### config.mk
export PLATFORM = sky130hd
export DESIGN_NAME = ncc_corr_row
export DESIGN_NICKNAME = d
export VERILOG_FILES = /design/src/rtl/ncc_corr_row.sv
export SDC_FILE = /design/constraint.sdc
export NUM_CORES = 2
export LEC_CHECK = 0
export BUFFER_PORTS_ARGS = -buffer_cell sky130_fd_sc_hd__buf_4
export CAP_MARGIN = 10
export CORE_ASPECT_RATIO = 1.2
export CORE_MARGIN = 1
export CORE_UTILIZATION = 55
export CTS_CLUSTER_DIAMETER = 60
export DETAILED_ROUTE_END_ITERATION = 6
export GPL_TIMING_DRIVEN = 1
export PLACE_DENSITY_LB_ADDON = 0.12
export SYNTH_ARGS = -nofsm -noshare
export SYNTH_HDL_FRONTEND = slang
export SYNTH_SLANG_ARGS = --single-unit
export TNS_END_PERCENT = 30
### constraint.sdc
create_clock -name clk -period 41.5 [get_ports clk]
set_input_delay 8.3 -clock clk [delete_from_list [all_inputs] [get_ports clk]]
set_output_delay 8.3 -clock clk [all_outputs]
set_load 0.05 [all_outputs]
### src/rtl/ncc_corr_row.sv
`default_nettype none
// +---------------------------------------------------------------------------+
// | ncc_corr_row : parametrised 1-D systolic correlation row for NCC scoring  |
// | Revision     : 1.0                                                        |
// +---------------------------------------------------------------------------+
module ncc_corr_row #(
    parameter int NUM_PE   = 16,
    parameter int PIX_W    = 8,
    parameter int DESC_W   = 8,
    parameter int ACC_W    = 24,
    parameter bit SATURATE = 1'b1
) (
    input  logic              clk,
    input  logic              rst,
    input  logic              desc_valid,
    output logic              desc_ready,
    input  logic [DESC_W-1:0] desc_data,
    input  logic              reload,
    input  logic              win_valid,
    output logic              win_ready,
    input  logic [PIX_W-1:0]  win_data,
    input  logic              win_clear,
    output logic              out_valid,
    input  logic              out_ready,
    output logic [ACC_W-1:0]  out_score,
    output logic              out_sat
);

    typedef enum logic [0:0] {
        DESC_LOAD = 1'b0,
        RUN       = 1'b1
    } state_t;

    localparam int CNT_W = $clog2(NUM_PE + 1);
    localparam int LD_W  = $clog2(NUM_PE);
    localparam logic [CNT_W-1:0] C_FULL     = CNT_W'(NUM_PE);
    localparam logic [CNT_W-1:0] C_ONE      = CNT_W'(1);
    localparam logic [LD_W-1:0]  C_LD_LAST  = LD_W'(NUM_PE - 1);
    localparam logic [ACC_W-1:0] C_ACC_MAX  = {1'b0, {(ACC_W-1){1'b1}}};
    localparam logic [ACC_W-1:0] C_ACC_MIN  = {1'b1, {(ACC_W-1){1'b0}}};

    state_t                  r_state, w_state_next;
    logic [LD_W-1:0]         r_load_cnt;
    logic [CNT_W-1:0]        r_fill_cnt, w_fill_next;
    logic [DESC_W-1:0]       r_desc     [NUM_PE];
    logic [ACC_W-1:0]        r_acc      [NUM_PE];
    logic [ACC_W-1:0]        w_acc_next [NUM_PE];
    logic [NUM_PE-1:0]       r_sat, w_sat_next;
    logic                    w_desc_fire, w_win_fire, w_load_last, w_reload;

    assign w_load_last = (r_load_cnt == C_LD_LAST);
    assign w_desc_fire = desc_valid && desc_ready;
    assign w_win_fire  = win_valid && win_ready;
    assign w_reload    = (r_state == RUN) && reload;
    assign w_fill_next = win_clear ? C_ONE :
                         (r_fill_cnt == C_FULL) ? C_FULL : r_fill_cnt + C_ONE;

    always_comb begin
        w_state_next = r_state;
        desc_ready   = 1'b0;
        win_ready    = 1'b0;
        case (r_state)
            DESC_LOAD: begin
                desc_ready = 1'b1;
                if (desc_valid && w_load_last)
                    w_state_next = RUN;
            end
            RUN: begin
                // reload takes priority, so the concurrent sample is refused
                win_ready = (!out_valid || out_ready) && !reload;
                if (reload)
                    w_state_next = DESC_LOAD;
            end
            default: w_state_next = DESC_LOAD;
        endcase
    end

    generate
        for (genvar k = 0; k < NUM_PE; k++) begin : g_pe
            logic [ACC_W-1:0] w_d_ext, w_x_ext, w_prod, w_prev;
            logic [ACC_W:0]   w_sum;
            logic             w_prev_sat, w_ovf;

            assign w_d_ext = {{(ACC_W-DESC_W){r_desc[k][DESC_W-1]}}, r_desc[k]};
            assign w_x_ext = {{(ACC_W-PIX_W){1'b0}}, win_data};
            assign w_prod  = ACC_W'($signed(w_d_ext) * $signed(w_x_ext));

            if (k == 0) begin : g_head
                assign w_prev     = '0;
                assign w_prev_sat = 1'b0;
            end else begin : g_link
                assign w_prev     = r_acc[k-1];
                assign w_prev_sat = r_sat[k-1];
            end

            // one guard bit: overflow when the two top bits disagree
            assign w_sum = {w_prev[ACC_W-1], w_prev} + {w_prod[ACC_W-1], w_prod};
            assign w_ovf = w_sum[ACC_W] ^ w_sum[ACC_W-1];

            if (SATURATE) begin : g_sat
                assign w_acc_next[k] = !w_ovf ? w_sum[ACC_W-1:0] :
                                       (w_sum[ACC_W] ? C_ACC_MIN : C_ACC_MAX);
                assign w_sat_next[k] = w_prev_sat | w_ovf;
            end else begin : g_wrap
                assign w_acc_next[k] = w_sum[ACC_W-1:0];
                assign w_sat_next[k] = 1'b0;
            end
        end
    endgenerate

    always_ff @(posedge clk) begin
        if (w_desc_fire)
            r_desc[r_load_cnt] <= desc_data;
    end

    always_ff @(posedge clk or posedge rst) begin
        if (rst) begin
            r_state    <= DESC_LOAD;
            r_load_cnt <= '0;
            r_fill_cnt <= '0;
            r_sat      <= '0;
            out_valid  <= 1'b0;
            out_score  <= '0;
            out_sat    <= 1'b0;
            for (int k = 0; k < NUM_PE; k++)
                r_acc[k] <= '0;
        end else begin
            r_state <= w_state_next;
            if (w_desc_fire)
                r_load_cnt <= w_load_last ? '0 : r_load_cnt + 1'b1;

            if (w_reload) begin
                r_fill_cnt <= '0;
                r_sat      <= '0;
                out_valid  <= 1'b0;
                for (int k = 0; k < NUM_PE; k++)
                    r_acc[k] <= '0;
            end else if (w_win_fire) begin
                r_fill_cnt <= w_fill_next;
                r_sat      <= w_sat_next;
                for (int k = 0; k < NUM_PE; k++)
                    r_acc[k] <= w_acc_next[k];
                if (w_fill_next == C_FULL) begin
                    out_score <= w_acc_next[NUM_PE-1];
                    out_sat   <= w_sat_next[NUM_PE-1];
                    out_valid <= 1'b1;
                end else if (out_ready) begin
                    out_valid <= 1'b0;
                end
            end else if (out_valid && out_ready) begin
                out_valid <= 1'b0;
            end
        end
    end

endmodule
`default_nettype wire

==> qor.txt <==
cell area power density = 73.8 mW/mm^2
grt ovf = 0
Setup CP Type = primary input to output pin
Final TNS setup = 0 ns
vias in the first global route = 54100
WP buf/inv = 2
Worst slew margin = 18.5%
Max Buffers Root-to-Sink = 3
largest net degree at the start of global routing = 99
number of antenna violations at the first check in global routing = 7
final hold vios = 0
ys flop type = dfrtp_1
DIE WIDTH = 332 um
Die Height = 398 um
CTS Hold Bufs = 0
status = finished clean
Setup crit start kind = primary input
Vias per Instance = 5.58
Die ar. = 0.132 sq mm
DRT Wirelength = 163 mm
root buffer cell = clkbuf_16
IO Port Bufs = 50
Worst-Skew Late Latency = 0.66 ns
crit path capture type = output pin
Placed Area = 0.0737 sq mm
synth unique cells = 89
FF+latch count, synth = 531
global-route wire length before repair = 275 mm
Pleak = 40.2 nW
IO Count = 51
register area share after synthesis = 19.4%
Crit path arrival time = 9.18 ns
CTS Sinks = 531
clk slew on worst S/H paths = 0.05 ns
Mapped Cells = 7636
worst path required time = 33.20 ns
Slowest cell on crit path = a21oi_1
routed via count = 51700
DRC violations left = 0
CP delay by family, top = buffers and inverters
DRT Pass-1 Iters = 7
core area = 0.129 sq mm
design area = 0.0764 sq mm
most common cell after layout, fill and taps aside = ha_1
Setup Buffers After CTS = 0
DR WL/cell = 17.6 um
Final #Nets = 9570
clock skew = 0.0252 ns
Syn Nets = 9679
CTS Buf Count = 76
Final Setup Violations = 0
critical path depth = 4
CP Cell Sequence = buf_4, nand2b_1, a21oi_1, buf_4
Syn Area/Cell = 9.41 sq um
RSZ-0062 raised after global routing = false
commonest cells after routing, fill and taps aside = ha_1, inv_1, fa_1
highest clock rate = 0.0572 GHz
antenna viol nets, final = 0
hold depth = 2
global placer's final weighted congestion = 0.895
row count = 144
Layout area overhead = 6.24%
gr usage total = 25.6%
Critical Path Most Common Cell = buf_4
CTS tree = yes
initial DRC count = 2505
R2R cell count = 17
synthesis warning total = 0
Final Critical Period = 17.48 ns
final slew viol count = 0
Worst Hold Class = flip-flop to flip-flop
Post-CTS Resized = 0
EDFF count, synth = 128
worst-margin pin slew = 1.22 ns
htree depth = 3
Initial Util = 55.7%
filler instances = 11400
Async S/R FF share, synth = 75.9%
Max-Cap Viols = 0
CP Max Fanout = 3
dpl hpwl = 123 mm
fin crit share = 42.1%
worst vdd ir = 63.5 uV
layout cells sized above 1 = 3.64%
Post-Syn Area = 0.0719 sq mm
delay of the slowest critical-path stage = 0.33 ns
[state kept, by name (all words and copies together), names as in the netlist]
name / flops
g_pe.w_prev: 353
r_desc: 128
out_score: 24
r_sat: 14
r_fill_cnt: 5
r_load_cnt: 4
out_sat: 1
out_valid: 1
r_state: 1
[per-stage QoR]
| step | hold slack [ns] | instances | total power, mW | worst slack, ns | utilization, % |
|---|---|---|---|---|---|
| after floorplan | 0.439 | 7636 | 4.07 | 21.99 | - |
| after CTS | 0.471 | 9265 | 5.69 | 24.01 | 59.2 |
| after detailed placement | 0.460 | 9127 | 4.95 | 24.01 | 57.2 |
| after global placement | 0.454 | 9127 | 4.89 | 24.03 | 57.2 |
| after global routing | 0.488 | 9266 | 6.32 | 23.94 | 59.2 |
| final | 0.469 | 9267 | 5.63 | 24.02 | 59.2 |
[layer usage]
layer / share of wire [%] / vias to the layer above / GRT usage (%)
met5: 0.023 / - / 0
met4: 3.4 / 6 / 9.18
met3: 4.3 / 235 / 3.40
met2: 49 / 887 / 44.4
met1: 44 / 25700 / 32.9
li1: - / 24900 / -
[power by group]
part | total, mW | switching [mW] | internal, mW
Sequential | 0.793 | 0.120 | 0.673
Clock | 0.676 | 0.269 | 0.407
Combinational | 4.16 | 2.34 | 1.82
[cells in the mapped netlist (10+ instances only)]
master | instances | share of area, %
fa_1 | 820 | 23
buf_1 | 49 | 0.26
or3_1 | 14 | 0.12
o31ai_1 | 16 | 0.17
nand3_1 | 105 | 0.73
edfxtp_1 | 128 | 5.3
ha_1 | 1200 | 21
a31oi_1 | 28 | 0.24
a221o_1 | 48 | 0.67
xnor2_1 | 191 | 2.3
nor2_1 | 309 | 1.6
xor2_1 | 106 | 1.3
a211o_1 | 17 | 0.21
o21ai_0 | 365 | 2.5
maj3_1 | 33 | 0.46
o211ai_1 | 17 | 0.18
o21a_1 | 25 | 0.26
clkbuf_1 | 225 | 1.2
nand2b_1 | 75 | 0.65
a22oi_1 | 31 | 0.32
dfrtp_1 | 403 | 14
o21ai_1 | 12 | 0.084
nand2_1 | 797 | 4.2
a21o_1 | 139 | 1.5
nor3_1 | 49 | 0.34
inv_1 | 1119 | 5.8
o32ai_1 | 12 | 0.15
a211oi_1 | 38 | 0.40
nor4_1 | 15 | 0.13
and2_1 | 495 | 4.3
a22o_1 | 45 | 0.55
and3_1 | 24 | 0.21
nand4_1 | 20 | 0.17
a21oi_1 | 345 | 2.4
or2_2 | 14 | 0.12
o21bai_1 | 42 | 0.44
o41ai_1 | 10 | 0.12
nor2b_1 | 111 | 0.97
[kinds of logic (layout without fill, tap and decap cells)]
family	count (synthesis)	in the layout	synth area share, %
DFF	531	531	19.4
xor gates and xnor gates	300	300	3.69
other	0	1	0
adders and majority gates	2053	2053	44.2
buffers and inverters	1404	1355	7.36
AOI/OAI and AO/OA	1280	1280	11.4
muxes	5	5	0.0696
and+or+nand+nor	2063	2063	13.9
[worst reg2reg max path, cell delays in order, from the launching register on]
cell,delay [ns]
edfxtp_1,0.87
nand2b_1,0.16
fa_1,0.48
fa_1,0.50
inv_1,0.05
fa_1,0.46
fa_1,0.51
fa_1,0.42
ha_1,0.33
a21oi_1,0.20
nand2b_1,0.15
a21boi_0,0.19
a221oi_1,0.52
nor2_1,0.11
o22a_1,0.26
xnor2_2,0.95
a21oi_1,0.53
a221o_1,0.43
[cell type report]
| cell class | instances | area (sq um) | area share (%) |
|---|---|---|---|
| Clock buffer | 103 | 2220 | 2.91 |
| Tap cell | 1679 | 2100 | 2.75 |
| Timing Repair Buffer | 98 | 773 | 1.01 |
| Sequential cell | 531 | 13900 | 18.2 |
| Multi-Input combinational cell | 5701 | 52700 | 69.0 |
| Clock inverter | 35 | 402 | 0.526 |
| Inverter | 1119 | 4210 | 5.51 |
| Antenna cell | 1 | 2.50 | 0.00328 |
[final timing paths]
path	startpoint	to	slack (ns)
min reg2reg	g_pe[2].w_prev[4]$_DFFE_PP0P_	g_pe[2].w_prev[4]$_DFFE_PP0P_	0.47
min in group asynchronous	rst	g_pe[9].w_prev[16]$_DFFE_PP0P_	7.76
max in group asynchronous	rst	g_pe[2].w_prev[7]$_DFFE_PP0P_	32.23
min	g_pe[2].w_prev[4]$_DFFE_PP0P_	g_pe[2].w_prev[4]$_DFFE_PP0P_	0.47
max	reload	win_ready	24.02
max reg2reg	r_desc[9][7]$_DFFE_PP_	g_pe[10].w_prev[14]$_DFFE_PP0P_	34.28
No activity file was read; power rests on OpenSTA's default activity.
